File: src/rtl/stage_fetch_pkg.sv
// Shared constants for the fetch stage: NOP encoding, fetch exception codes, FSM state encodings.
// Pure declarations; no logic.
package stage_fetch_pkg;

    localparam logic [31:0] NOP_INSTR = 32'h0000_0013;

    localparam logic [2:0] EXC_NONE             = 3'b000;
    localparam logic [2:0] EXC_FETCH_MISALIGNED = 3'b001;

    typedef logic [2:0] fetch_state_t;

    localparam fetch_state_t ST_FETCH = 3'd0;
    localparam fetch_state_t ST_WAIT  = 3'd1;
    localparam fetch_state_t ST_HOLD  = 3'd2;
    localparam fetch_state_t ST_DRAIN = 3'd3;
    localparam fetch_state_t ST_FAULT = 3'd4;

endpackage

File: src/rtl/stage_fetch_skid_buffer.sv
// One-entry holding register for an instruction+PC that returned while decode was stalled.
// Loads on the edge after load=1; clear wins over load; contents visible on the next cycle.
module fetch_skid_buffer
    import stage_fetch_pkg::*;
(
    input  logic        clk,
    input  logic        rst_n,
    input  logic        load,
    input  logic        clear,
    input  logic [31:0] load_instr,
    input  logic [31:0] load_pc,
    output logic        vld,
    output logic [31:0] instr,
    output logic [31:0] pc
);

    always_ff @(posedge clk or negedge rst_n) begin
        if (!rst_n) begin
            vld   <= 1'b0;
            instr <= NOP_INSTR;
            pc    <= '0;
        end else if (clear) begin
            vld <= 1'b0;
        end else if (load) begin
            vld   <= 1'b1;
            instr <= load_instr;
            pc    <= load_pc;
        end
    end

endmodule

File: src/rtl/stage_fetch.sv
// Fetch stage + IF/ID register: one outstanding imem request, result in IF/ID the edge after ready.
// Decode stalls park a returning instruction in the skid buffer; flushes drain any in-flight request.
module stage_fetch
    import stage_fetch_pkg::*;
#(
    parameter logic [31:0] RESET_PC       = 32'h0000_1000,
    parameter logic [31:0] EXC_HANDLER_PC = 32'h0000_2000,
    parameter int          ROB_IDX_W      = 4
) (
    input  logic                 clk,
    input  logic                 reset,
    input  logic                 in_pc_write_disable,
    input  logic                 in_IFID_write_disable,
    input  logic                 in_redirect,
    input  logic [31:0]          in_redirect_pc,
    input  logic                 in_exception,
    input  logic                 in_sret,
    input  logic [ROB_IDX_W-1:0] in_flush_rob_idx,
    output logic                 out_imem_req,
    output logic [31:0]          out_imem_addr,
    input  logic                 in_imem_ready,
    input  logic [31:0]          in_imem_data,
    output logic [31:0]          out_instruction,
    output logic [31:0]          out_PC,
    output logic [ROB_IDX_W-1:0] out_complete_idx,
    output logic [2:0]           out_exception_vector,
    output logic                 out_supervisor_mode,
    output logic                 out_valid
);

    fetch_state_t state, state_nxt;
    logic [31:0]  pc, req_addr;
    logic         started;
    logic         stall, flush, misaligned;
    logic         issue, deliver_mem, deliver_skid, park, fault_load;
    logic         skid_vld;
    logic [31:0]  skid_instr, skid_pc;

    assign stall      = in_pc_write_disable | in_IFID_write_disable;
    assign flush      = in_exception | in_sret | in_redirect;
    assign misaligned = (pc[1:0] != 2'b00);

    always_comb begin
        issue        = 1'b0;
        deliver_mem  = 1'b0;
        deliver_skid = 1'b0;
        park         = 1'b0;
        fault_load   = 1'b0;
        // A flush in FETCH suppresses the request so no response can belong to the old stream.
        case (state)
            ST_FETCH: if (started && !flush) begin
                if (misaligned) fault_load = !stall;
                else            issue      = 1'b1;
            end
            ST_WAIT: if (in_imem_ready && !flush) begin
                park        = stall;
                deliver_mem = !stall;
            end
            ST_HOLD: deliver_skid = skid_vld && !stall && !flush;
            default: ;
        endcase
    end

    always_comb begin
        state_nxt = state;
        if (flush) begin
            // A request still outstanding (WAIT or DRAIN) must be drained before refetching.
            state_nxt = ((state == ST_WAIT || state == ST_DRAIN) && !in_imem_ready) ? ST_DRAIN : ST_FETCH;
        end else begin
            case (state)
                ST_FETCH: if (issue) state_nxt = ST_WAIT;
                          else if (fault_load) state_nxt = ST_FAULT;
                ST_WAIT:  if (in_imem_ready) state_nxt = park ? ST_HOLD : ST_FETCH;
                ST_HOLD:  if (deliver_skid) state_nxt = ST_FETCH;
                ST_DRAIN: if (in_imem_ready) state_nxt = ST_FETCH;
                ST_FAULT: state_nxt = ST_FAULT;
                default:  state_nxt = ST_FETCH;
            endcase
        end
    end

    assign out_imem_req  = issue || (state == ST_WAIT) || (state == ST_DRAIN);
    assign out_imem_addr = (state == ST_FETCH) ? pc : req_addr;

    always_ff @(posedge clk or negedge reset) begin
        if (!reset) begin
            state                <= ST_FETCH;
            started              <= 1'b0;
            pc                   <= RESET_PC;
            req_addr             <= RESET_PC;
            out_instruction      <= NOP_INSTR;
            out_PC               <= '0;
            out_complete_idx     <= '0;
            out_exception_vector <= EXC_NONE;
            out_valid            <= 1'b0;
            out_supervisor_mode  <= 1'b1;
        end else begin
            state   <= state_nxt;
            started <= 1'b1;
            if (issue) req_addr <= pc;
            if (flush) begin
                pc                   <= in_exception ? EXC_HANDLER_PC : in_redirect_pc;
                out_instruction      <= NOP_INSTR;
                out_exception_vector <= EXC_NONE;
                out_valid            <= 1'b0;
                out_complete_idx     <= in_flush_rob_idx;
            end else if (deliver_mem || deliver_skid) begin
                out_instruction      <= deliver_mem ? in_imem_data : skid_instr;
                out_PC               <= deliver_mem ? pc : skid_pc;
                out_exception_vector <= EXC_NONE;
                out_valid            <= 1'b1;
                out_complete_idx     <= out_complete_idx + 1'b1;
                pc                   <= pc + 32'd4;
            end else if (fault_load) begin
                out_instruction      <= NOP_INSTR;
                out_PC               <= pc;
                out_exception_vector <= EXC_FETCH_MISALIGNED;
                out_valid            <= 1'b1;
            end
            if (in_exception)  out_supervisor_mode <= 1'b1;
            else if (in_sret)  out_supervisor_mode <= 1'b0;
        end
    end

    fetch_skid_buffer u_skid (
        .clk        (clk),
        .rst_n      (reset),
        .load       (park),
        .clear      (flush),
        .load_instr (in_imem_data),
        .load_pc    (pc),
        .vld        (skid_vld),
        .instr      (skid_instr),
        .pc         (skid_pc)
    );

endmodule

File: config.mk
export PLATFORM = sky130hd
export DESIGN_NAME = stage_fetch
export DESIGN_NICKNAME = d
export VERILOG_FILES = /design/src/rtl/stage_fetch_pkg.sv /design/src/rtl/stage_fetch_skid_buffer.sv /design/src/rtl/stage_fetch.sv
export SDC_FILE = /design/constraint.sdc
export NUM_CORES = 1
export LEC_CHECK = 0
export ABC_CLOCK_PERIOD_IN_PS = 3400
export CORE_MARGIN = 10
export CORE_UTILIZATION = 50
export CTS_CLUSTER_DIAMETER = 120
export DETAILED_ROUTE_END_ITERATION = 10
export PLACE_DENSITY_LB_ADDON = 0.1
export SYNTH_ARGS = -nofsm -noshare
export SYNTH_HDL_FRONTEND = slang
export SYNTH_SLANG_ARGS = --single-unit
File: constraint.sdc
create_clock -name clk -period 3.4 [get_ports clk]
set_clock_uncertainty 0.1 [all_clocks]
set_input_delay 1.02 -clock clk [delete_from_list [all_inputs] [get_ports clk]]
set_output_delay 1.02 -clock clk [all_outputs]
set_load 0.05 [all_outputs]
==> results.sh, run 1 <==
export IMPL_comb_power_share_pct=20.2
export IMPL_wl_per_cell_um=19.8
export IMPL_syn_area_mm2=0.00963
export IMPL_cts_tree="yes"
export IMPL_path_max_fanout=18
export IMPL_gp_congestion=0.852
export IMPL_min_period_ns=3.28
export IMPL_switching_share_pct=28.7
export IMPL_cpPeakStageDelay_ns=0.52
export IMPL_synth_cells=873
export IMPL_endpoint_kind="output pin"
export IMPL_worstSkewPairLatency_ns=0.50
export IMPL_placed_cell_area_mm2=0.0122
export IMPL_layout_commonest_cell="dfrtp_1"
export IMPL_drc=0
export IMPL_dpl_hpwl_um=18400
export IMPL_final_cell_mix="dfrtp_1 (195), clkdlybuf4s50_1 (142), nand2_1 (119)"
export IMPL_final_cells=1322
export IMPL_relSlewSlack_pct=61.7
export IMPL_powerDensity_mw_per_mm2=505
export IMPL_yosys_area_top_type="dfrtp_1"
export IMPL_rows=50
export IMPL_ant_nets=0
export IMPL_maxCapViolations=0
export IMPL_yosys_mux_area_fraction_pct=15.4
export IMPL_numCtsBuffers=22
export IMPL_htree_levels=1
export IMPL_p_switching_mw=1.87
export IMPL_grt_pass1_wl_um=42800
export IMPL_p_leak_nw=5.88
export IMPL_cp_num_buf_inv=2
export IMPL_synth_compound_area_share_pct=13.3
export IMPL_met3_length_um=1810
export IMPL_fp_dieW_um=159
export IMPL_syn_area_per_cell_um2=11.0
export IMPL_synthArstFlopShare_pct=100
export IMPL_dr_pass1_iters=4
export IMPL_core_area_mm2=0.0188
export IMPL_timing_worst_slew_pin_value_ns=0.573
export IMPL_vias=7450
export IMPL_run_status="finished, final reports clean"
export IMPL_cp_depth=4
export IMPL_internal_power_mw=4.64
export IMPL_drt_vias_per_instance=5.64
export IMPL_clkPwrFrac_pct=36.8
export IMPL_worst_setup_path_start_kind="register"
export IMPL_cts_root_buf="clkbuf_16"
export IMPL_min_path_cells=1
export IMPL_yosysTopAreaCellShare_pct=50.7
export IMPL_drtIter0Drc=529
export IMPL_reg2reg_depth=6
export IMPL_antenna_found_initial=1
export IMPL_cts_sinks=204
export IMPL_grt_pass1_vias=7603
export IMPL_critPathRequiredTime_ns=2.28
export IMPL_dieArea_mm2=0.0252
export IMPL_worstHoldPathType="reg -> reg"
export IMPL_synth_top_family_by_area="multiplexers"
export IMPL_areaGrowthSynthToFinish_pct=33.8
export IMPL_worstPathCellList="nor3_4 -> buf_4 -> mux2_2 -> buf_12"
export IMPL_utilization_pct=68.4
export IMPL_grt_usage_pct=20.4
export IMPL_hold_slack_ns=0.371
export IMPL_port_buffer_count=179
export IMPL_yosys_most_used_dff="dfrtp_1"
export IMPL_fmax_mhz=305
export IMPL_period_share_pct=96.4
export IMPL_die_y_um=159
export IMPL_synth_edff_count=0
export IMPL_total_power_mw=6.50
export IMPL_ys_seq_area_share_pct=53.1
export IMPL_cts_buffer_depth=3
export IMPL_max_vdd_ir_drop_mv=0.363
export IMPL_route_met2_wl_um=12700
export IMPL_topRoutingLayerUsed="met4"
export IMPL_critPathKind="reg -> out"
export IMPL_nets=1123
export IMPL_postCtsSetupBuffers=0
export IMPL_synth_area_leaders="dfrtp_1 (51%), mux2_2 (8.0%), mux2_1 (6.2%), nand2_1 (4.7%), a31oi_1 (2.5%)"
export IMPL_synth_xor_area_share_pct=0.546
export IMPL_final_setup_viol_count=0
export IMPL_clkTransAtPathRegs_ns=0.06
export IMPL_routed_wl_um=26200
export IMPL_synth_fa_ha_area_share_pct=0.260
export IMPL_grt_remaining_overflow=0
export IMPL_grt_max_degree=68
export IMPL_post_place_ws_ns=-0.0716
export IMPL_crit_family="flip-flops"
export IMPL_initial_core_util_pct=51.1
export IMPL_synth_cell_type_count=73
export IMPL_tns_ns=0
export IMPL_wl_met1_um=11100
export IMPL_pwr_share_seq_pct=43.0
export IMPL_synth_seq_cells=204
export IMPL_cp_arrival_ns=2.16
export IMPL_design_area_mm2=0.0129
export IMPL_slew_viol_final=0
export IMPL_numPlacedInstances=1281
export IMPL_rsz0062_at_grt="no"
export IMPL_synthSimpleGateAreaFrac_pct=13.3
export IMPL_ys_warn_count=0
export IMPL_critPathSlowestCell="dfrtp_1"
export IMPL_worst_slack_ns=0.124
export IMPL_hold_violations=0
export IMPL_io_pins=182
export IMPL_drive_gt1_share_pct=18.9
## per-layer routing
layer | GRT usage [%] | up-vias
met4 | 5.31 | 0
li1 | - | 3492
met2 | 33.5 | 218
met3 | 5.29 | 41
met5 | 0 | -
met1 | 26.3 | 3699
## synthesized netlist by cell type (5+ instances only)
library cell  count
dfrtp_1         195
nand2_1         121
mux2_2           68
nor2_1           60
mux2_1           53
a31oi_1          38
clkbuf_1         29
a21o_1           26
a21oi_1          25
a22o_1           23
buf_2            21
o21ai_0          18
mux2i_1          12
nand3_1          12
nand4_1          11
inv_1            10
nor3_1           10
dfstp_2           9
a211oi_1          8
buf_4             7
nor4_1            7
o2bb2ai_1         7
buf_6             6
o21ai_1           6
o31ai_1           6
o221ai_1          5
## state kept, by name, indices dropped and copies added, names as in the netlist, 3 cells and up
| signal | count |
|---|---|
| u_skid.pc | 32 |
| out_PC | 32 |
| req_addr | 32 |
| pc | 32 |
| state | 3 |
| out_instruction | 32 |
| out_complete_idx | 4 |
| u_skid.instr | 32 |
## power groups by stage
| stage | clock (mW) | sequential, mW | combinational [mW] |
|---|---|---|---|
| final | 2.39 | 2.80 | 1.31 |
| after global routing | 2.54 | 2.83 | 1.39 |
| after CTS | 2.44 | 2.80 | 1.33 |
| after detailed placement | 0 | 2.84 | 1.32 |
| after global placement | 0 | 2.83 | 1.31 |
| after floorplan | 0 | 3.13 | 0.461 |
## kinds of logic (layout without fill, tap and decap cells)
| logic type | Yosys count | count (layout) |
|---|---|---|
| simple gates | 265 | 265 |
| flops | 204 | 204 |
| compound gates | 184 | 184 |
| mux | 133 | 133 |
| buf+inv | 77 | 264 |
| xor+xnor | 6 | 6 |
| fa+ha+maj | 2 | 2 |
| other cells | 2 | 4 |
## worst paths after layout
kind	start	endpoint	slack (ns)
setup / recovery	state[0]$_DFFE_PN0P_	out_imem_addr[29]	0.12
setup reg to reg	pc[2]$_DFFE_PN0N_	pc[26]$_DFFE_PN0N_	1.03
hold reg to reg	out_instruction[28]$_DFFE_PN0P_	out_instruction[28]$_DFFE_PN0P_	0.37
hold / removal	out_instruction[28]$_DFFE_PN0P_	out_instruction[28]$_DFFE_PN0P_	0.37
max in group asynchronous	reset	out_instruction[25]$_DFFE_PN0P_	1.96
min in group asynchronous	reset	u_skid.pc[10]$_DFFE_PN0P_	0.42
## layout make-up
cell class | instances | area, um2
Antenna cell | 1 | 2.50
Clock buffer | 39 | 696
Clock inverter | 1 | 30.0
Fill cell | 1439 | 5950
Inverter | 11 | 41.3
Multi-Input combinational cell | 593 | 4170
Sequential cell | 204 | 5120
Tap cell | 260 | 325
Timing Repair Buffer | 213 | 2500
## timing repair
| action | in CTS | in global routing |
|---|---|---|
| hold buffers | 0 | 0 |
| gates resized for setup | 3 | 0 |
| endpoints found under the setup margin | 1 | 0 |
| endpoints found under the hold margin | 0 | 0 |
(Power assumes the default switching activity.)
==> inputs of run 2 (changes only) <==
CORE_UTILIZATION = 53   (was 50)
==> run 2 against run 1 <==
Worst hold slack improved by 0.0029 ns. Combinational power barely moved. Critical path depth grew 2. Power up 2.2%. Sequential cell count unchanged. Register-to-register slack worse by 0.08 ns. Global-route usage grew 0.92 points. Non-clock buffer count increased by 10. First-iteration DRC count up 22%. Largest cell class unchanged. Largest power group unchanged.
==> results.sh, run 2 (same netlist as run 1, synthesis figures left out) <==
export IMPL_run_status="finished, final reports clean"
export IMPL_internal_power_mw=4.76
export IMPL_p_leak_nw=5.97
export IMPL_critPathRequiredTime_ns=2.28
export IMPL_switching_share_pct=28.4
export IMPL_maxCapViolations=0
export IMPL_drive_gt1_share_pct=20.3
export IMPL_initial_core_util_pct=53.8
export IMPL_fp_dieW_um=155
export IMPL_vias=7513
export IMPL_powerDensity_mw_per_mm2=513
export IMPL_numPlacedInstances=1260
export IMPL_endpoint_kind="output pin"
export IMPL_nFillCells=1270
export IMPL_relSlewSlack_pct=50.7
export IMPL_post_place_ws_ns=0.00375
export IMPL_die_y_um=155
export IMPL_hold_violations=0
export IMPL_worstHoldPathType="reg -> reg"
export IMPL_worst_slack_ns=0.0770
export IMPL_clkTransAtPathRegs_ns=0.06
export IMPL_port_buffer_count=179
export IMPL_grt_usage_pct=21.3
export IMPL_grt_pass1_vias=7805
export IMPL_design_area_mm2=0.0130
export IMPL_grt_max_degree=72
export IMPL_postCtsSetupBuffers=0
export IMPL_pwr_share_seq_pct=42.1
export IMPL_cts_tree="yes"
export IMPL_final_cells=1300
export IMPL_gp_congestion=0.884
export IMPL_final_cell_mix="dfrtp_1 (195), clkdlybuf4s50_1 (143), nand2_1 (119)"
export IMPL_nets=1133
export IMPL_hold_buffers=0
export IMPL_cts_buffer_depth=3
export IMPL_period_share_pct=97.7
export IMPL_cts_sinks=204
export IMPL_grtUsageMet3_pct=6.74
export IMPL_worstSkewPairLatency_ns=0.50
export IMPL_antenna_found_initial=1
export IMPL_routed_wl_um=26500
export IMPL_htree_levels=1
export IMPL_worst_setup_path_start_kind="primary input"
export IMPL_grt_remaining_overflow=0
export IMPL_max_vdd_ir_drop_mv=0.403
export IMPL_rsz0062_at_grt="no"
export IMPL_slew_viol_final=0
export IMPL_fmax_mhz=301
export IMPL_comb_power_share_pct=19.9
export IMPL_dieArea_mm2=0.0240
export IMPL_critPathKind="in -> out"
export IMPL_grtUsageMet1_pct=27.2
export IMPL_clkPwrFrac_pct=38.0
export IMPL_areaGrowthSynthToFinish_pct=34.7
export IMPL_drc=0
export IMPL_dr_pass1_iters=5
export IMPL_cp_arrival_ns=2.20
export IMPL_dpl_hpwl_um=18500
export IMPL_p_switching_mw=1.89
export IMPL_timing_worst_slew_pin_value_ns=0.736
export IMPL_grt_pass1_wl_um=42400
export IMPL_regToRegSetupSlack_ns=0.95
export IMPL_n_antenna_cell=0
export IMPL_cts_root_buf="clkbuf_16"
export IMPL_io_pins=182
export IMPL_grt_busiest_layer="met2"
export IMPL_min_period_ns=3.32
export IMPL_rows=49
export IMPL_placed_cell_area_mm2=0.0122
export IMPL_layout_commonest_cell="dfrtp_1"
export IMPL_final_setup_viol_count=0
export IMPL_grtUsageMet2_pct=34.9
export IMPL_core_area_mm2=0.0179
export IMPL_drtIter0Drc=647
export IMPL_ant_nets=0
export IMPL_wl_per_cell_um=20.4
export IMPL_path_max_fanout=2
export IMPL_numCtsBuffers=22
export IMPL_drt_vias_per_instance=5.78
-- run 2: cell types whose count changed in the layout (fill, tap and decap cells not counted), sizes merged, moves of 2 or more --
cell	previous run	this run
clkbuf	40	32
dlygate4sd2	3	0
clkinv	1	7
dlymetal6s2s	0	2
buf	67	77
bufinv	1	3
-- run 2: power by group through the flow --
stage | sequential (mW) | combinational [mW] | clock, mW
after floorplan | 3.13 | 0.461 | 0
after global placement | 2.83 | 1.31 | 0
after detailed placement | 2.84 | 1.33 | 0
after CTS | 2.80 | 1.34 | 2.57
after global routing | 2.83 | 1.40 | 2.66
final | 2.80 | 1.32 | 2.53
-- run 2: repair_timing --
action	CTS	global route
gates resized for setup	0	3
endpoints found under the setup margin	1	3
pin swaps	1	2
-- run 2: worst paths after layout --
check                                                start  cells after the start                               to
max                                            in_redirect                      6                     out_imem_req
max in group asynchronous                            reset                      2                pc[2]$_DFFE_PN0N_
min                        out_instruction[20]$_DFFE_PN0P_                      1  out_instruction[20]$_DFFE_PN0P_
min reg2reg                out_instruction[20]$_DFFE_PN0P_                      1  out_instruction[20]$_DFFE_PN0P_
min in group asynchronous                            reset                      1            out_PC[9]$_DFFE_PN0P_
max reg2reg                           state[0]$_DFFE_PN0P_                      5               pc[10]$_DFFE_PN0N_
-- run 2: area by class of cell --
class | count | area [um2] | area share (%)
repair buffers | 223 | 2580 | 19.9
multi-input cells | 593 | 4170 | 32.2
flip-flops and latches | 204 | 5120 | 39.4
well taps | 229 | 287 | 2.21
clock buffers | 31 | 656 | 5.06
inverters | 11 | 41.3 | 0.318
clock inverters | 9 | 120 | 0.926
-- run 2: layer usage --
metal / wire length (um) / vias to the layer above
li1: - / 3501
met1: 10900 / 3700
met2: 12600 / 269
met3: 2400 / 41
met4: 497 / 2
met5: 13 / -
-- run 2: stage by stage --
stage	power (mW)	setup TNS [ns]	hold WS, ns	utilization, %
finish	6.65	0	0.373	72.4
global route	6.89	0	0.386	72.4
detailed placement	4.17	0	0.364	68.1
global placement	4.14	-0.00488	0.357	68.1
floorplan	3.59	0	0.349	-
CTS	6.70	0	0.377	72.4
-- run 2: critical path: stages --
cell	delay, ns
clkdlybuf4s50_1	0.43
nor3_2	0.12
buf_4	0.16
nand4_1	0.19
nand2_4	0.14
buf_12	0.14
